File: src/rtl/memristor_crossbar_engine_if.sv
// Command/response bundle for the memristor crossbar engine.
// The command source drives through the master modport; the engine uses slave.
interface memristor_crossbar_engine_if #(
  parameter int ROWS = 8,
  parameter int COLS = 8
);
  localparam int RW = $clog2(ROWS);

  logic            cmd_valid;
  logic            cmd_ready;
  logic [2:0]      cmd_op;
  logic [RW-1:0]   cmd_dst;
  logic [RW-1:0]   cmd_src_a;
  logic [RW-1:0]   cmd_src_b;
  logic [COLS-1:0] cmd_mask;
  logic [COLS-1:0] cmd_data;
  logic            rsp_valid;
  logic [COLS-1:0] rsp_data;

  modport master (
    output cmd_valid, cmd_op, cmd_dst, cmd_src_a, cmd_src_b, cmd_mask, cmd_data,
    input  cmd_ready, rsp_valid, rsp_data
  );

  modport slave (
    input  cmd_valid, cmd_op, cmd_dst, cmd_src_a, cmd_src_b, cmd_mask, cmd_data,
    output cmd_ready, rsp_valid, rsp_data
  );
endinterface

File: src/rtl/memristor_crossbar_engine.sv
// Row-parallel stateful-logic crossbar: ROWS x COLS single-bit cells updated
// one destination row per step under a column mask. NOT and NAND are
// sequenced as CLEAR followed by one or two IMPLY steps.
module memristor_crossbar_engine #(
  parameter int ROWS = 8,
  parameter int COLS = 8
) (
  input  logic                     clock,
  input  logic                     reset_n,
  memristor_crossbar_engine_if.slave bus,
  output logic                     busy,
  output logic [ROWS*COLS-1:0]     q
);
  localparam int RW = $clog2(ROWS);

  typedef enum logic [2:0] {
    OP_NOP   = 3'd0,
    OP_CLEAR = 3'd1,
    OP_SET   = 3'd2,
    OP_WRITE = 3'd3,
    OP_IMPLY = 3'd4,
    OP_NAND  = 3'd5,
    OP_READ  = 3'd6,
    OP_NOT   = 3'd7
  } op_e;

  typedef enum logic [1:0] {
    IDLE = 2'd0,
    S2   = 2'd1,
    S3   = 2'd2
  } state_e;

  state_e          state, state_next;
  logic [ROWS*COLS-1:0] cells;

  op_e             op_q;
  logic [RW-1:0]   dst_q, a_q, b_q;
  logic [COLS-1:0] mask_q;

  op_e             cmd_op;
  logic            accept;

  logic            wr_en;
  logic [RW-1:0]   wr_row;
  logic [COLS-1:0] wr_val;
  logic [COLS-1:0] wr_mask;

  // Rows at or beyond ROWS (non-power-of-2 sizes) read as all-zero.
  function automatic logic [COLS-1:0] row_of(input logic [ROWS*COLS-1:0] arr,
                                             input logic [RW-1:0] idx);
    row_of = '0;
    for (int unsigned r = 0; r < ROWS; r++) begin
      if (RW'(r) == idx) row_of = arr[r*COLS +: COLS];
    end
  endfunction

  assign cmd_op        = op_e'(bus.cmd_op);
  assign bus.cmd_ready = (state == IDLE);
  assign accept        = bus.cmd_valid && bus.cmd_ready;
  assign busy          = (state != IDLE);
  assign q             = cells;

  // Next state and the single row write performed at this edge.
  always_comb begin
    state_next = state;
    wr_en      = 1'b0;
    wr_row     = bus.cmd_dst;
    wr_val     = '0;
    wr_mask    = bus.cmd_mask;
    case (state)
      IDLE: begin
        if (accept) begin
          case (cmd_op)
            OP_CLEAR: begin
              wr_en  = 1'b1;
              wr_val = '0;
            end
            OP_SET: begin
              wr_en  = 1'b1;
              wr_val = '1;
            end
            OP_WRITE: begin
              wr_en  = 1'b1;
              wr_val = bus.cmd_data;
            end
            OP_IMPLY: begin
              wr_en  = 1'b1;
              wr_val = ~row_of(cells, bus.cmd_src_a) | row_of(cells, bus.cmd_dst);
            end
            OP_NOT, OP_NAND: begin
              wr_en      = 1'b1;
              wr_val     = '0;
              state_next = S2;
            end
            default: ;
          endcase
        end
      end
      S2: begin
        wr_en      = 1'b1;
        wr_row     = dst_q;
        wr_mask    = mask_q;
        wr_val     = ~row_of(cells, a_q) | row_of(cells, dst_q);
        state_next = (op_q == OP_NAND) ? S3 : IDLE;
      end
      S3: begin
        wr_en      = 1'b1;
        wr_row     = dst_q;
        wr_mask    = mask_q;
        wr_val     = ~row_of(cells, b_q) | row_of(cells, dst_q);
        state_next = IDLE;
      end
      default: state_next = IDLE;
    endcase
  end

  // Sequencer state register.
  always_ff @(posedge clock or negedge reset_n) begin
    if (!reset_n) state <= IDLE;
    else          state <= state_next;
  end

  // Operands captured at accept for the later steps of NOT/NAND.
  always_ff @(posedge clock or negedge reset_n) begin
    if (!reset_n) begin
      op_q   <= OP_NOP;
      dst_q  <= '0;
      a_q    <= '0;
      b_q    <= '0;
      mask_q <= '0;
    end else if (accept) begin
      op_q   <= cmd_op;
      dst_q  <= bus.cmd_dst;
      a_q    <= bus.cmd_src_a;
      b_q    <= bus.cmd_src_b;
      mask_q <= bus.cmd_mask;
    end
  end

  // Crossbar array: masked parallel update of the addressed row only.
  always_ff @(posedge clock or negedge reset_n) begin
    if (!reset_n) begin
      cells <= '0;
    end else if (wr_en) begin
      for (int unsigned r = 0; r < ROWS; r++) begin
        if (RW'(r) == wr_row)
          cells[r*COLS +: COLS] <= (cells[r*COLS +: COLS] & ~wr_mask) | (wr_val & wr_mask);
      end
    end
  end

  // Registered READ response: one-cycle valid, data held until next READ.
  always_ff @(posedge clock or negedge reset_n) begin
    if (!reset_n) begin
      bus.rsp_valid <= 1'b0;
      bus.rsp_data  <= '0;
    end else begin
      bus.rsp_valid <= accept && (cmd_op == OP_READ);
      if (accept && (cmd_op == OP_READ))
        bus.rsp_data <= row_of(cells, bus.cmd_src_a);
    end
  end
endmodule

File: src/flat_wrapper.sv
// flat-port wrapper written by rule: the top's interface ports become plain ports
module memristor_crossbar_engine_flat 
#(
  parameter int ROWS = 8,
  parameter int COLS = 8
)
  (clock, reset_n, busy, q, bus_cmd_valid, bus_cmd_op, bus_cmd_dst, bus_cmd_src_a, bus_cmd_src_b, bus_cmd_mask, bus_cmd_data, bus_cmd_ready, bus_rsp_valid, bus_rsp_data);
  memristor_crossbar_engine_if #(.ROWS(ROWS), .COLS(COLS)) bus_i ();
  input  logic clock;
  input  logic reset_n;
  output logic busy;
  output logic [ROWS*COLS-1:0] q;
  input wire logic [$bits(bus_i.cmd_valid)-1:0] bus_cmd_valid;
  input wire logic [$bits(bus_i.cmd_op)-1:0] bus_cmd_op;
  input wire logic [$bits(bus_i.cmd_dst)-1:0] bus_cmd_dst;
  input wire logic [$bits(bus_i.cmd_src_a)-1:0] bus_cmd_src_a;
  input wire logic [$bits(bus_i.cmd_src_b)-1:0] bus_cmd_src_b;
  input wire logic [$bits(bus_i.cmd_mask)-1:0] bus_cmd_mask;
  input wire logic [$bits(bus_i.cmd_data)-1:0] bus_cmd_data;
  output wire logic [$bits(bus_i.cmd_ready)-1:0] bus_cmd_ready;
  output wire logic [$bits(bus_i.rsp_valid)-1:0] bus_rsp_valid;
  output wire logic [$bits(bus_i.rsp_data)-1:0] bus_rsp_data;
  assign bus_i.cmd_valid = bus_cmd_valid;
  assign bus_i.cmd_op = bus_cmd_op;
  assign bus_i.cmd_dst = bus_cmd_dst;
  assign bus_i.cmd_src_a = bus_cmd_src_a;
  assign bus_i.cmd_src_b = bus_cmd_src_b;
  assign bus_i.cmd_mask = bus_cmd_mask;
  assign bus_i.cmd_data = bus_cmd_data;
  assign bus_cmd_ready = bus_i.cmd_ready;
  assign bus_rsp_valid = bus_i.rsp_valid;
  assign bus_rsp_data = bus_i.rsp_data;
  memristor_crossbar_engine #(.ROWS(ROWS), .COLS(COLS)) u_core (.clock(clock), .reset_n(reset_n), .bus(bus_i), .busy(busy), .q(q));
endmodule
File: config.mk
export PLATFORM = sky130hd
export DESIGN_NAME = memristor_crossbar_engine_flat
export DESIGN_NICKNAME = d
export VERILOG_FILES = /design/src/rtl/memristor_crossbar_engine_if.sv /design/src/rtl/memristor_crossbar_engine.sv /design/src/flat_wrapper.sv
export SDC_FILE = /design/constraint.sdc
export NUM_CORES = 1
export LEC_CHECK = 0
export ABC_CLOCK_PERIOD_IN_PS = 3000
export CORE_MARGIN = 5
export CORE_UTILIZATION = 30
export CTS_CLUSTER_DIAMETER = 30
export CTS_CLUSTER_SIZE = 24
export DETAILED_ROUTE_END_ITERATION = 7
export SLEW_MARGIN = 25
export SYNTH_ARGS = -nofsm -noshare
export SYNTH_HDL_FRONTEND = slang
export SYNTH_SLANG_ARGS = --single-unit
File: constraint.sdc
create_clock -name clock -period 3 [get_ports clock]
set_input_delay 0.45 -clock clock [delete_from_list [all_inputs] [get_ports clock]]
set_output_delay 0.45 -clock clock [all_outputs]
set_load 0.01 [all_outputs]
==> flow_summary.ini <==
[run_status]
status = finished with violations
violations = hold timing

[finish]
finish.utilization = 0.376
final_area_mm2 = 0.00938
fin_cells = 1271
nets = 971
area_growth_pct = 24.6
num_antenna_cells = 0
drive_gt1_frac = 0.141

[detailed_routing]
via_per_inst = 5.87
drt_wl_total_um = 29100
antenna_left = 0
avgRoutedWirePerCell_um = 22.9
first_pass_iters = 5
drcViolationCount = 0
dr.first_iter.drc_count = 854
routed-via-count = 7467

[critical_path]
start_kind = flip-flop
worstSetupEndpointType = flip-flop
cp.arrival_ns = 2.90
crit_path_max_incr_delay_ns = 0.67
path_buf_inv = 1
slowest_stage = ha_1
crit_chain = inv_1 > ha_1 > o221ai_1 > a32oi_1 > nand3_2 > mux2_2
cp_max_fo = 13
crit_required_ns = 3.25
crit_type = flip-flop to flip-flop
critPathTopFamily = compound AO/OA/AOI/OAI gates

[floorplanning]
rows = 58
start_util = 0.301
core-area_mm2 = 0.0250
die_area_mm2 = 0.0283
io_pins = 106
die_w_um = 168
die_y_um = 168

[yosys]
synth_nets = 864
yosysSeqAreaShare = 0.316
ys.flop_type = dfrtp_1
synth_edf_count = 0
async_flop_share = 1.00
syn_inst = 829
avgSynthCellArea_um2 = 9.08
synthDistinctLibCells = 66
syn_area_mm2 = 0.00752
ys.warnings.count = 0
synth_seq_cells = 95

[power]
powerDensity_mw_per_mm2 = 1190
p_leak_nw = 3.83
ir_worst_vdd_mv = 0.338
p_total_mw = 11.2

[placement]
hpwl_um = 21600
post_dp_cell_area_mm2 = 0.00908
place_inst = 1255
gp_congestion = 0.925
io_buffers = 105
dpl_worst_slack_ns = 0.0867

[cts]
clock_latency_ns = 0.36
cts_buffers = 9
hold_buffers = 0
clkSinkCount = 95
root_buffer = clkbuf_16
tritoncts = done
clockBufferDepth = 2
clk_pin_slew_worst_paths_ns = 0.07
cts_setup_buffers = 0
htree_levels = 3
cts_resized = 0

[grt]
grt_first_pass_wirelength_um = 44600
antenna_found_initial = 0
grt_usage = 0.201
grt_overflow = 0
grt_max_degree = 55
grt_pass1_vias = 7283

[sta]
drv_slew = 0
final_hold_viol_count = 3
final.min_clock_period_ns = 2.66
skew_ns = 0.0114
rsz0062_at_grt = false
worstMarginPinSlew_ns = 0.830
finalSetupViolCount = 0
slew_headroom = 0.447
hold_slack_ns = -0.00365
setup_tns_ns = 0
postLayoutSetupSlackWorst_ns = 0.344
clock.fmax_mhz = 376
period_share = 0.885

[worst_hold_path]
hp-class = primary input to asynchronous set/reset pin

[run]
drv_cap = 0
## synthesized netlist by cell type, drive strengths merged, types with 4 or more instances
master / count / share of area
a221oi: 7 / 0.0081
clkbuf: 20 / 0.010
a211o: 4 / 0.0047
nand2: 99 / 0.049
nor2b: 10 / 0.0083
nand4: 5 / 0.0067
o21a: 8 / 0.0080
a21o: 11 / 0.011
dfrtp: 95 / 0.32
a22oi: 15 / 0.015
nand2b: 34 / 0.028
o21ai: 31 / 0.021
inv: 22 / 0.011
o2111ai: 4 / 0.0047
mux2i: 58 / 0.077
a221o: 4 / 0.0053
a21oi: 66 / 0.044
a2bb2oi: 13 / 0.015
nand3b: 5 / 0.0050
mux2: 38 / 0.057
ha: 4 / 0.0067
a31oi: 13 / 0.011
nand3: 10 / 0.0073
o221ai: 26 / 0.030
or2: 5 / 0.0042
nor3: 10 / 0.0067
mux4: 21 / 0.067
o22ai: 5 / 0.0042
o32a: 9 / 0.012
o22a: 25 / 0.029
nor2: 66 / 0.033
o211a: 4 / 0.0053
buf: 44 / 0.035
## layout make-up
class / instances / area (um2)
fill: 2540 / 15600
multi-input combinational: 646 / 4720
sequential: 95 / 2380
timing repair buffer: 160 / 1480
tap: 330 / 413
clock buffer: 10 / 239
inverter: 24 / 90.1
clock inverter: 6 / 57.6
## metal layers
metal / vias to the layer above / GRT usage / part of all wire
met3: 79 / 0.0413 / 0.087
met1: 3599 / 0.280 / 0.44
met4: 0 / 0.0797 / 0.038
li1: 3350 / - / -
met2: 439 / 0.304 / 0.43
met5: - / 0 / 0
## logic make-up (layout without fill, tap and decap cells)
kind of cell | after synthesis | count (layout) | synth area share
simple gates | 252 | 252 | 0.158
xor+xnor | 1 | 1 | 0.00116
compound gates | 272 | 272 | 0.260
buf+inv | 88 | 200 | 0.0567
fa+ha+maj | 4 | 4 | 0.00665
flops | 95 | 95 | 0.316
mux | 117 | 117 | 0.201
## path summary, 6_finish.rpt
check	startpoint	endpoint	slack (ns)	cells past startpoint
max in group asynchronous	reset_n	asynchronous set/reset pin	2.38	2
min	reset_n	asynchronous set/reset pin	-0.004	1
min reg2reg	u_core.op_q[1]	u_core.op_q[1]	0.47	2
max reg2reg	u_core.state[0]	flip-flop	0.34	6
max	u_core.state[0]	flip-flop	0.34	6
min in group clock	u_core.op_q[1]	u_core.op_q[1]	0.47	2
## layout by cell type, fill, tap and decap left out, types with 5 or more instances in the layout
cell / Yosys / layout
nand2b_1: 34 / 34
mux4_2: 12 / 12
o221ai_1: 26 / 26
clkdlybuf4s50_1: 0 / 103
mux2_2: 37 / 37
buf_4: 8 / 54
a221oi_1: 7 / 7
inv_1: 22 / 22
mux4_1: 9 / 9
nand2_1: 99 / 99
nor3_1: 10 / 10
a21o_1: 11 / 11
o22ai_1: 5 / 5
a22oi_1: 15 / 15
o32a_1: 9 / 9
o22a_1: 25 / 25
o21ai_0: 28 / 28
nor2_1: 66 / 66
a2bb2oi_1: 13 / 13
o21a_1: 8 / 8
a31oi_1: 13 / 13
clkbuf_16: 0 / 9
nand3b_1: 5 / 5
nand3_1: 9 / 9
nor2b_1: 10 / 10
mux2i_1: 58 / 58
a21oi_1: 66 / 66
dfrtp_1: 95 / 95
## power by group
part / internal [mW] / switching (mW)
combinational: 3.24 / 3.20
clock: 0.609 / 0.577
sequential: 1.89 / 1.67
total: 5.73 / 5.45
(Power assumes the default switching activity.)
